**src/rtl/dmem_arbiter.sv**
```systemverilog
// dmem_arbiter: shares one single-port data memory between the core
// load/store unit (port 0) and a debug/loader master (port 1).
// One access is granted per cycle and drives the memory port directly.
// Read data is routed back to its requester READ_LAT cycles later through
// a small {valid, owner} return pipeline.
// Optional build macro DMEM_ARBITER_CORE_PRIO_EN: fixed priority to the
// core with a starvation counter for the debug port. When the macro is not
// defined, contested cycles are resolved round-robin.
module dmem_arbiter #(
  parameter int AW         = 8,
  parameter int DW         = 32,
  parameter int READ_LAT   = 1,
  parameter int STARVE_MAX = 15
) (
  input  logic              clk,
  input  logic              rst,
  input  logic              m0_req,
  input  logic              m0_we,
  input  logic [AW-1:0]     m0_addr,
  input  logic [DW-1:0]     m0_wdata,
  input  logic [DW/8-1:0]   m0_wstrb,
  output logic              m0_gnt,
  output logic              m0_rvalid,
  output logic [DW-1:0]     m0_rdata,
  input  logic              m1_req,
  input  logic              m1_we,
  input  logic [AW-1:0]     m1_addr,
  input  logic [DW-1:0]     m1_wdata,
  input  logic [DW/8-1:0]   m1_wstrb,
  output logic              m1_gnt,
  output logic              m1_rvalid,
  output logic [DW-1:0]     m1_rdata,
  output logic              mem_en,
  output logic              mem_we,
  output logic [AW-1:0]     mem_addr,
  output logic [DW-1:0]     mem_wdata,
  output logic [DW/8-1:0]   mem_wstrb,
  input  logic [DW-1:0]     mem_rdata
);

  localparam int SW   = DW / 8;
  localparam int LAST = READ_LAT - 1;

  logic          gnt0;
  logic          gnt1;
  logic          gnt_any;
  logic          sel_we;
  logic [AW-1:0] sel_addr;
  logic [DW-1:0] sel_wdata;
  logic [SW-1:0] sel_wstrb;
  logic [AW-1:0] addr_q;
  logic [DW-1:0] wdata_q;
  logic          rd_issue;

`ifdef DMEM_ARBITER_CORE_PRIO_EN
  localparam int CW = $clog2(STARVE_MAX + 1);

  logic [CW-1:0] starve_cnt;
  logic          starved;

  assign starved = (starve_cnt >= CW'(STARVE_MAX));

  // Core has priority unless the debug port has waited STARVE_MAX cycles;
  // nothing is granted while reset is high.
  always_comb begin
    gnt0 = 1'b0;
    gnt1 = 1'b0;
    if (!rst) begin
      if (m0_req && m1_req) begin
        if (starved) gnt1 = 1'b1;
        else         gnt0 = 1'b1;
      end else if (m0_req) begin
        gnt0 = 1'b1;
      end else if (m1_req) begin
        gnt1 = 1'b1;
      end
    end
  end

  // Count consecutive denied debug cycles, saturating at the threshold,
  // and clear once the debug port is served.
  always_ff @(posedge clk) begin
    if (rst) begin
      starve_cnt <= '0;
    end else if (gnt1) begin
      starve_cnt <= '0;
    end else if (m1_req && !starved) begin
      starve_cnt <= starve_cnt + 1'b1;
    end
  end
`else
  logic last_owner;

  // Round-robin: on a tie the port that did not win last time is granted;
  // nothing is granted while reset is high.
  always_comb begin
    gnt0 = 1'b0;
    gnt1 = 1'b0;
    if (!rst) begin
      if (m0_req && m1_req) begin
        if (last_owner) gnt0 = 1'b1;
        else            gnt1 = 1'b1;
      end else if (m0_req) begin
        gnt0 = 1'b1;
      end else if (m1_req) begin
        gnt1 = 1'b1;
      end
    end
  end

  // Remember the most recent winner; reset value 1 lets the core win the
  // first tie.
  always_ff @(posedge clk) begin
    if (rst) begin
      last_owner <= 1'b1;
    end else if (gnt0) begin
      last_owner <= 1'b0;
    end else if (gnt1) begin
      last_owner <= 1'b1;
    end
  end
`endif

  assign gnt_any = gnt0 | gnt1;
  assign m0_gnt  = gnt0;
  assign m1_gnt  = gnt1;

  // Steer the winning port onto the memory; an idle port keeps address and
  // data stable and forces write enable and strobes low. A write enable
  // that is not a clean 1 takes the read path.
  always_comb begin
    sel_we    = 1'b0;
    sel_addr  = addr_q;
    sel_wdata = wdata_q;
    sel_wstrb = '0;
    if (gnt0) begin
      if (m0_we) sel_we = 1'b1;
      sel_addr  = m0_addr;
      sel_wdata = m0_wdata;
      sel_wstrb = m0_wstrb;
    end else if (gnt1) begin
      if (m1_we) sel_we = 1'b1;
      sel_addr  = m1_addr;
      sel_wdata = m1_wdata;
      sel_wstrb = m1_wstrb;
    end
  end

  // Hold the last driven address and data for idle cycles.
  always_ff @(posedge clk) begin
    if (gnt_any) begin
      addr_q  <= sel_addr;
      wdata_q <= sel_wdata;
    end
  end

  assign mem_en    = gnt_any;
  assign mem_we    = sel_we;
  assign mem_addr  = sel_addr;
  assign mem_wdata = sel_wdata;
  assign mem_wstrb = sel_wstrb;
  assign rd_issue  = gnt_any & ~sel_we;

  // ---- return pipeline stage 0 .. LAST: {valid, owner} per granted read
  logic [READ_LAT-1:0] vld_p;
  logic [READ_LAT-1:0] own_p;

  // Valid bits shift one stage per cycle; reset drops in-flight reads.
  always_ff @(posedge clk) begin
    if (rst) begin
      vld_p <= '0;
    end else begin
      vld_p[0] <= rd_issue;
      for (int i = 1; i < READ_LAT; i++) begin
        vld_p[i] <= vld_p[i-1];
      end
    end
  end

  // Owner tags travel alongside the valid bits.
  always_ff @(posedge clk) begin
    own_p[0] <= gnt1;
    for (int i = 1; i < READ_LAT; i++) begin
      own_p[i] <= own_p[i-1];
    end
  end

  // ---- return stage: memory data lines up with the last pipeline stage
  logic          rv0;
  logic          rv1;
  logic [DW-1:0] rdata0_q;
  logic [DW-1:0] rdata1_q;

  assign rv0 = ~rst & vld_p[LAST] & ~own_p[LAST];
  assign rv1 = ~rst & vld_p[LAST] &  own_p[LAST];

  // Capture returned data per port so it holds until that port's next pulse.
  always_ff @(posedge clk) begin
    if (rst) begin
      rdata0_q <= '0;
      rdata1_q <= '0;
    end else begin
      if (rv0) rdata0_q <= mem_rdata;
      if (rv1) rdata1_q <= mem_rdata;
    end
  end

  assign m0_rvalid = rv0;
  assign m1_rvalid = rv1;
  assign m0_rdata  = rv0 ? mem_rdata : rdata0_q;
  assign m1_rdata  = rv1 ? mem_rdata : rdata1_q;

endmodule

```
**config.mk**
```make
export PLATFORM = sky130hd
export DESIGN_NAME = dmem_arbiter
export DESIGN_NICKNAME = d
export VERILOG_FILES = /design/src/rtl/dmem_arbiter.sv
export SDC_FILE = /design/constraint.sdc
export NUM_CORES = 1
export LEC_CHECK = 0
export BUFFER_PORTS_ARGS = -buffer_cell sky130_fd_sc_hd__buf_2
export CORE_AREA = 2 2 125 115
export DETAILED_ROUTE_END_ITERATION = 10
export DIE_AREA = 0 0 127 117
export HOLD_SLACK_MARGIN = 0.08
export PLACE_DENSITY = 0.66
export SYNTH_ARGS = -nofsm -noshare
export SYNTH_HDL_FRONTEND = slang
export SYNTH_SLANG_ARGS = --single-unit
```
**constraint.sdc**
```tcl
create_clock -name clk -period 4.43 [get_ports clk]
set_clock_uncertainty 0.05 [all_clocks]
set_input_delay 0.886 -clock clk [delete_from_list [all_inputs] [get_ports clk]]
set_output_delay 0.886 -clock clk [all_outputs]
set_load 0.05 [all_outputs]
```
==> flow_metrics.env, run 1 <==
export IMPL_synth_cell_type_count=20
export IMPL_irDropWorstVdd_mv=0.287
export IMPL_synth_area_mm2=0.00468
export IMPL_drv_slew=0
export IMPL_fin_cells=768
export IMPL_clkSinkCount=107
export IMPL_drt_vias_per_instance=4.82
export IMPL_ant_nets=0
export IMPL_initial_core_util_pct=34.3
export IMPL_grt_ovfl_total=0
export IMPL_syn_to_final_growth_pct=35.0
export IMPL_worstReg2RegStart="vld_p"
export IMPL_r2r_cells=4
export IMPL_cts_tree="built"
export IMPL_drive_above_1_share_pct=61.2
export IMPL_period_needed_ns=3.55
export IMPL_dp_cells=752
export IMPL_finalHoldViolations=0
export IMPL_cp_max_fo=33
export IMPL_firstDrtPassIters=4
export IMPL_min_to="last_owner"
export IMPL_multi_input_area_mm2=0.00200
export IMPL_setup_viol=0
export IMPL_final_common_cell="buf_2"
export IMPL_seq_area_frac_synth_pct=54.3
export IMPL_required_ns=3.49
export IMPL_die_x_um=127
export IMPL_nFillCells=1283
export IMPL_cts_root_buf="clkbuf_16"
export IMPL_antenna_cells=0
export IMPL_setup_worst_path_end_class="output pin"
export IMPL_cap_violations=0
export IMPL_layout_nets=717
export IMPL_dr_first_iter_drc_count=148
export IMPL_dieArea_mm2=0.0149
export IMPL_htreeDepth=3
export IMPL_grt_pass1_vias=3508
export IMPL_tightest_slew_ns=0.852
export IMPL_place_congestion=0.818
export IMPL_path_clk_slew_ns=0.07
export IMPL_std_cell_rows=41
export IMPL_reg2reg_slack_ns=2.65
export IMPL_powerDensity_mw_per_mm2=391
export IMPL_outcome="completed"
export IMPL_avgRoutedWirePerCell_um=15.7
export IMPL_vias=3698
export IMPL_routed_wl_mm=12.0
export IMPL_synth_area_per_cell_um2=13.0
export IMPL_ys_ff_latch=107
export IMPL_synth_fp_nets=486
export IMPL_postCtsSetupBuffers=0
export IMPL_fmax_ghz=0.282
export IMPL_hold_class="register to register"
export IMPL_antenna_found_initial=0
export IMPL_power_leakage_nw=3.07
export IMPL_grt_max_degree=47
export IMPL_cp_arrival_ns=2.61
export IMPL_regToRegEndpoint="rdata0_q[21]"
export IMPL_fin_crit_sh_pct=80.1
export IMPL_num_io_pins=240
export IMPL_gr_usage_all_layers_pct=15.6
export IMPL_drc_errors=0
export IMPL_hpwl_mm=8.96
export IMPL_core_area_mm2=0.0136
export IMPL_grt_pass1_wl_mm=18.0
export IMPL_holdPathStages=2
export IMPL_min_delay_start="last_owner"
export IMPL_die_y_um=117
export IMPL_clock_path_buffers=2
export IMPL_io_buffers=239
export IMPL_cts_hold_buf=0
export IMPL_layout_common_cells="239 x buf_2, 67 x dfxtp_1, 63 x mux2_2, 42 x nand2b_1"
export IMPL_postCtsResizedCells=0
export IMPL_synthCells=360
export IMPL_setup_tns_ns=0
export IMPL_maxSlewHeadroom_pct=43.2
export IMPL_rsz0062_at_grt="false"
export IMPL_clk_latency_ns=0.34
export IMPL_crit_type="input pin to output pin"
export IMPL_startpoint_type="input pin"
export IMPL_seqCellArea_mm2=0.00254
export IMPL_ys_warn_count=0
export IMPL_cts_buffers=9
[logic make-up (layout without fill, tap and decap cells)]
family | count (synthesis) | after routing | share of synthesized area, %
DFF | 107 | 107 | 54.3
buffers and inverters | 29 | 265 | 3.05
AOI/OAI and AO/OA | 48 | 48 | 11.0
and+or+nand+nor | 112 | 112 | 16.2
muxes | 64 | 64 | 15.4
[layer usage]
layer / GRT usage, % / share of wire [%]
met1: 19.6 / 44
met2: 26.7 / 49
met3: 3.68 / 5.3
met4: 5.27 / 1.5
met5: 0 / 0
[through the flow]
stage | hold WS [ns] | util, % | worst slack, ns | instance area [um^2] | total power, W
6_report | 0.492 | 46.3 | 0.882 | 6320 | 0.00247
5_1_grt | 0.544 | 46.3 | 0.708 | 6320 | 0.00257
4_1_cts | 0.493 | 46.3 | 0.852 | 6320 | 0.00251
3_5_place_dp | 0.474 | 44.1 | 0.859 | 6010 | 0.00169
3_3_place_gp | 0.441 | 44.1 | 0.883 | 6010 | 0.00169
2_1_floorplan | 0.423 | - | 1.10 | 4680 | 0.00153
[worst max-delay path by stage]
| stage | startpoint | end | cells past startpoint |
|---|---|---|---|
| final | rst | mem_wdata[9] | 6 |
| after detailed placement | rst | mem_wdata[23] | 6 |
| after CTS | rst | mem_wdata[23] | 6 |
| after global routing | rst | mem_wdata[15] | 6 |
| after global placement | m0_req | mem_wdata[23] | 6 |
| after floorplan | rst | mem_en | 3 |
[cell usage after synthesis]
library cell | number | share of area [%]
a221oi_1 | 1 | 0.19
a22o_1 | 5 | 0.94
and2b_1 | 29 | 4.7
buf_4 | 3 | 0.48
buf_6 | 3 | 0.72
clkbuf_1 | 19 | 1.5
dfxtp_1 | 67 | 29
edfxtp_1 | 40 | 26
inv_1 | 4 | 0.32
mux2_1 | 1 | 0.24
mux2_2 | 63 | 15
nand2_1 | 2 | 0.16
nand2b_1 | 42 | 5.6
nand3b_1 | 1 | 0.16
nand3b_4 | 1 | 0.43
nor2b_1 | 36 | 4.8
nor3b_4 | 1 | 0.40
o21ai_0 | 1 | 0.11
o21bai_1 | 1 | 0.16
o221a_2 | 40 | 9.6
[final cells by class]
type	instances	area share, %
inverter	4	0.238
sequential	107	40.2
multi-input combinational	224	31.6
tap	172	3.41
timing repair buffer	245	19.6
clock inverter	1	0.0792
clock buffer	15	4.73
[critical path: stages]
cell	delay [ns]
buf_2	0.34
nor2b_1	0.09
nand2_1	0.31
buf_4	0.42
o221a_2	0.28
buf_2	0.27
[flip-flops by register name, summed over array words and instances (netlist names)]
signal,flops
vld_p,1
last_owner,1
addr_q,8
rdata1_q,32
rdata0_q,32
wdata_q,32
own_p,1
[report_power, final]
part           switching (W)  internal (W)
combinational       0.000401      0.000183
sequential         0.0000110       0.00107
clock               0.000340      0.000462
No activity file was read; power rests on OpenSTA's default activity.
==> inputs of run 2 (changes only) <==
- PLACE_DENSITY: 0.66 -> 0.68
- clock period: 4.43 -> 3.1 ns (I/O delays scaled with it)
==> run 2 against run 1 <==
  * Critical path depth shrank 2
  * Highest routed layer unchanged
  * Die area is the same
  * Combinational power grew 45%
  * Cell count shrank 0.13%
  * Via count grew 1.0%
  * Power grew 41%
  * Count of clock-buffer cells in the layout shrank 2
  * Clock power grew 37%
  * Sequential power grew 42%
  * Sequential share of layout area shrank 0.18 points
  * Global-route usage grew 0.34 points
==> flow_metrics.env, run 2 (synthesized netlist as in run 1, its figures left out) <==
export IMPL_antenna_cells=0
export IMPL_cp_max_fo=33
export IMPL_syn_to_final_growth_pct=35.6
export IMPL_vias=3735
export IMPL_layout_common_cells="239 x buf_2, 67 x dfxtp_1, 63 x mux2_2, 42 x nand2b_1"
export IMPL_dr_first_iter_drc_count=141
export IMPL_p_switching_w=0.00108
export IMPL_p_clk_share_pct=31.5
export IMPL_outcome="completed"
export IMPL_cts_buffers=9
export IMPL_place_congestion=0.892
export IMPL_avgRoutedWirePerCell_um=15.7
export IMPL_startpoint_type="input pin"
export IMPL_std_cell_rows=41
export IMPL_top_regs="rdata0_q (32), rdata1_q (32), wdata_q (32)"
export IMPL_grt_max_degree=65
export IMPL_routed_wl_mm=12.1
export IMPL_final_cell_area_mm2=0.00635
export IMPL_final_util_pct=46.5
export IMPL_clock_path_buffers=2
export IMPL_finalHoldViolations=0
export IMPL_rsz0062_at_grt="false"
export IMPL_io_buffers=239
export IMPL_gr_usage_all_layers_pct=15.9
export IMPL_period_needed_ns=2.64
export IMPL_cts_hold_buf=0
export IMPL_clkSinkCount=107
export IMPL_cts_tree="built"
export IMPL_powerDensity_mw_per_mm2=550
export IMPL_path_clk_slew_ns=0.07
export IMPL_postCtsSetupBuffers=0
export IMPL_htreeDepth=3
export IMPL_hold_class="input pin to register"
export IMPL_setup_viol=0
export IMPL_required_ns=2.43
export IMPL_num_io_pins=240
export IMPL_ant_nets=0
export IMPL_cap_violations=0
export IMPL_hpwl_mm=8.98
export IMPL_crit_type="input pin to output pin"
export IMPL_power_leakage_nw=3.09
export IMPL_swShare_pct=30.8
export IMPL_core_area_mm2=0.0136
export IMPL_postCtsResizedCells=0
export IMPL_grt_ovfl_total=0
export IMPL_fin_crit_sh_pct=85.3
export IMPL_tightest_slew_ns=0.580
export IMPL_fin_cells=767
export IMPL_grt_pass1_wl_mm=18.4
export IMPL_cts_root_buf="clkbuf_16"
export IMPL_drv_slew=0
export IMPL_dieArea_mm2=0.0149
export IMPL_dp_cells=752
export IMPL_cp_arrival_ns=1.97
export IMPL_drive_above_1_share_pct=61.3
export IMPL_final_common_cell="buf_2"
export IMPL_setup_tns_ns=0
export IMPL_drt_vias_per_instance=4.87
export IMPL_clk_latency_ns=0.34
export IMPL_die_y_um=117
export IMPL_post_dp_cell_area_mm2=0.00606
export IMPL_layout_nets=717
export IMPL_maxSlewHeadroom_pct=61.4
export IMPL_drc_errors=0
export IMPL_fmax_ghz=0.378
export IMPL_antenna_found_initial=0
export IMPL_firstDrtPassIters=4
export IMPL_cell_internal_pwr_w=0.00242
export IMPL_grt_pass1_vias=3709
export IMPL_setup_worst_path_end_class="output pin"
export IMPL_combPwrFrac_pct=24.2
export IMPL_irDropWorstVdd_mv=0.292
export IMPL_initial_core_util_pct=34.3
export IMPL_pwr_share_seq_pct=44.4
export IMPL_nFillCells=1265
export IMPL_die_x_um=127
## run 2: cell count changes in the layout (fill, tap and decap cells not counted), sizes merged
cell    delta
clkbuf     -2
clkinv     +1
## run 2: critical path, stage by stage
cell	delay (ns)
buf_2	0.14
nand3b_4	0.48
mux2_1	0.49
buf_2	0.22
## run 2: path summary, 6_finish.rpt
path / from / end / slack [ns] / cells after the start
min reg2reg: last_owner / last_owner / 0.49 / 2
min: m0_we / vld_p / 0.44 / 2
max: rst / m1_rdata[6] / 0.46 / 4
max reg2reg: own_p / rdata1_q[6] / 1.45 / 3
## run 2: power groups by stage
stage               Clock, W  Combinational, W  Sequential [W]
finish               0.00110          0.000844         0.00155
global route         0.00120          0.000887         0.00156
CTS                  0.00114          0.000849         0.00155
detailed placement         0          0.000845         0.00158
global placement           0          0.000837         0.00158
floorplan                  0          0.000611         0.00158
## run 2: area by class of cell
class                   count  area [um^2]  share of cell area, %
flip-flops and latches    107         2540                   40.1
multi-input cells         224         2000                   31.5
repair buffers            245         1290                   20.3
clock buffers              13          273                   4.30
well taps                 172          215                   3.39
inverters                   4         15.0                  0.237
clock inverters             2         10.0                  0.158
## run 2: through the flow
step                      hold WS (ns)  worst slack [ns]  total power [W]
after floorplan                  0.423             0.297          0.00219
after global placement           0.441             0.433          0.00242
after detailed placement         0.490             0.428          0.00243
after CTS                        0.416             0.419          0.00354
after global routing             0.440             0.327          0.00364
final                            0.435             0.455          0.00349
## run 2: per-layer routing
layer | share of wire, % | GRT usage, % | wire [um]
met5 | 0 | 0 | 0
met1 | 43 | 20.2 | 5220
met4 | 1.7 | 5.86 | 203
met2 | 48 | 26.5 | 5850
met3 | 6.7 | 4.23 | 804
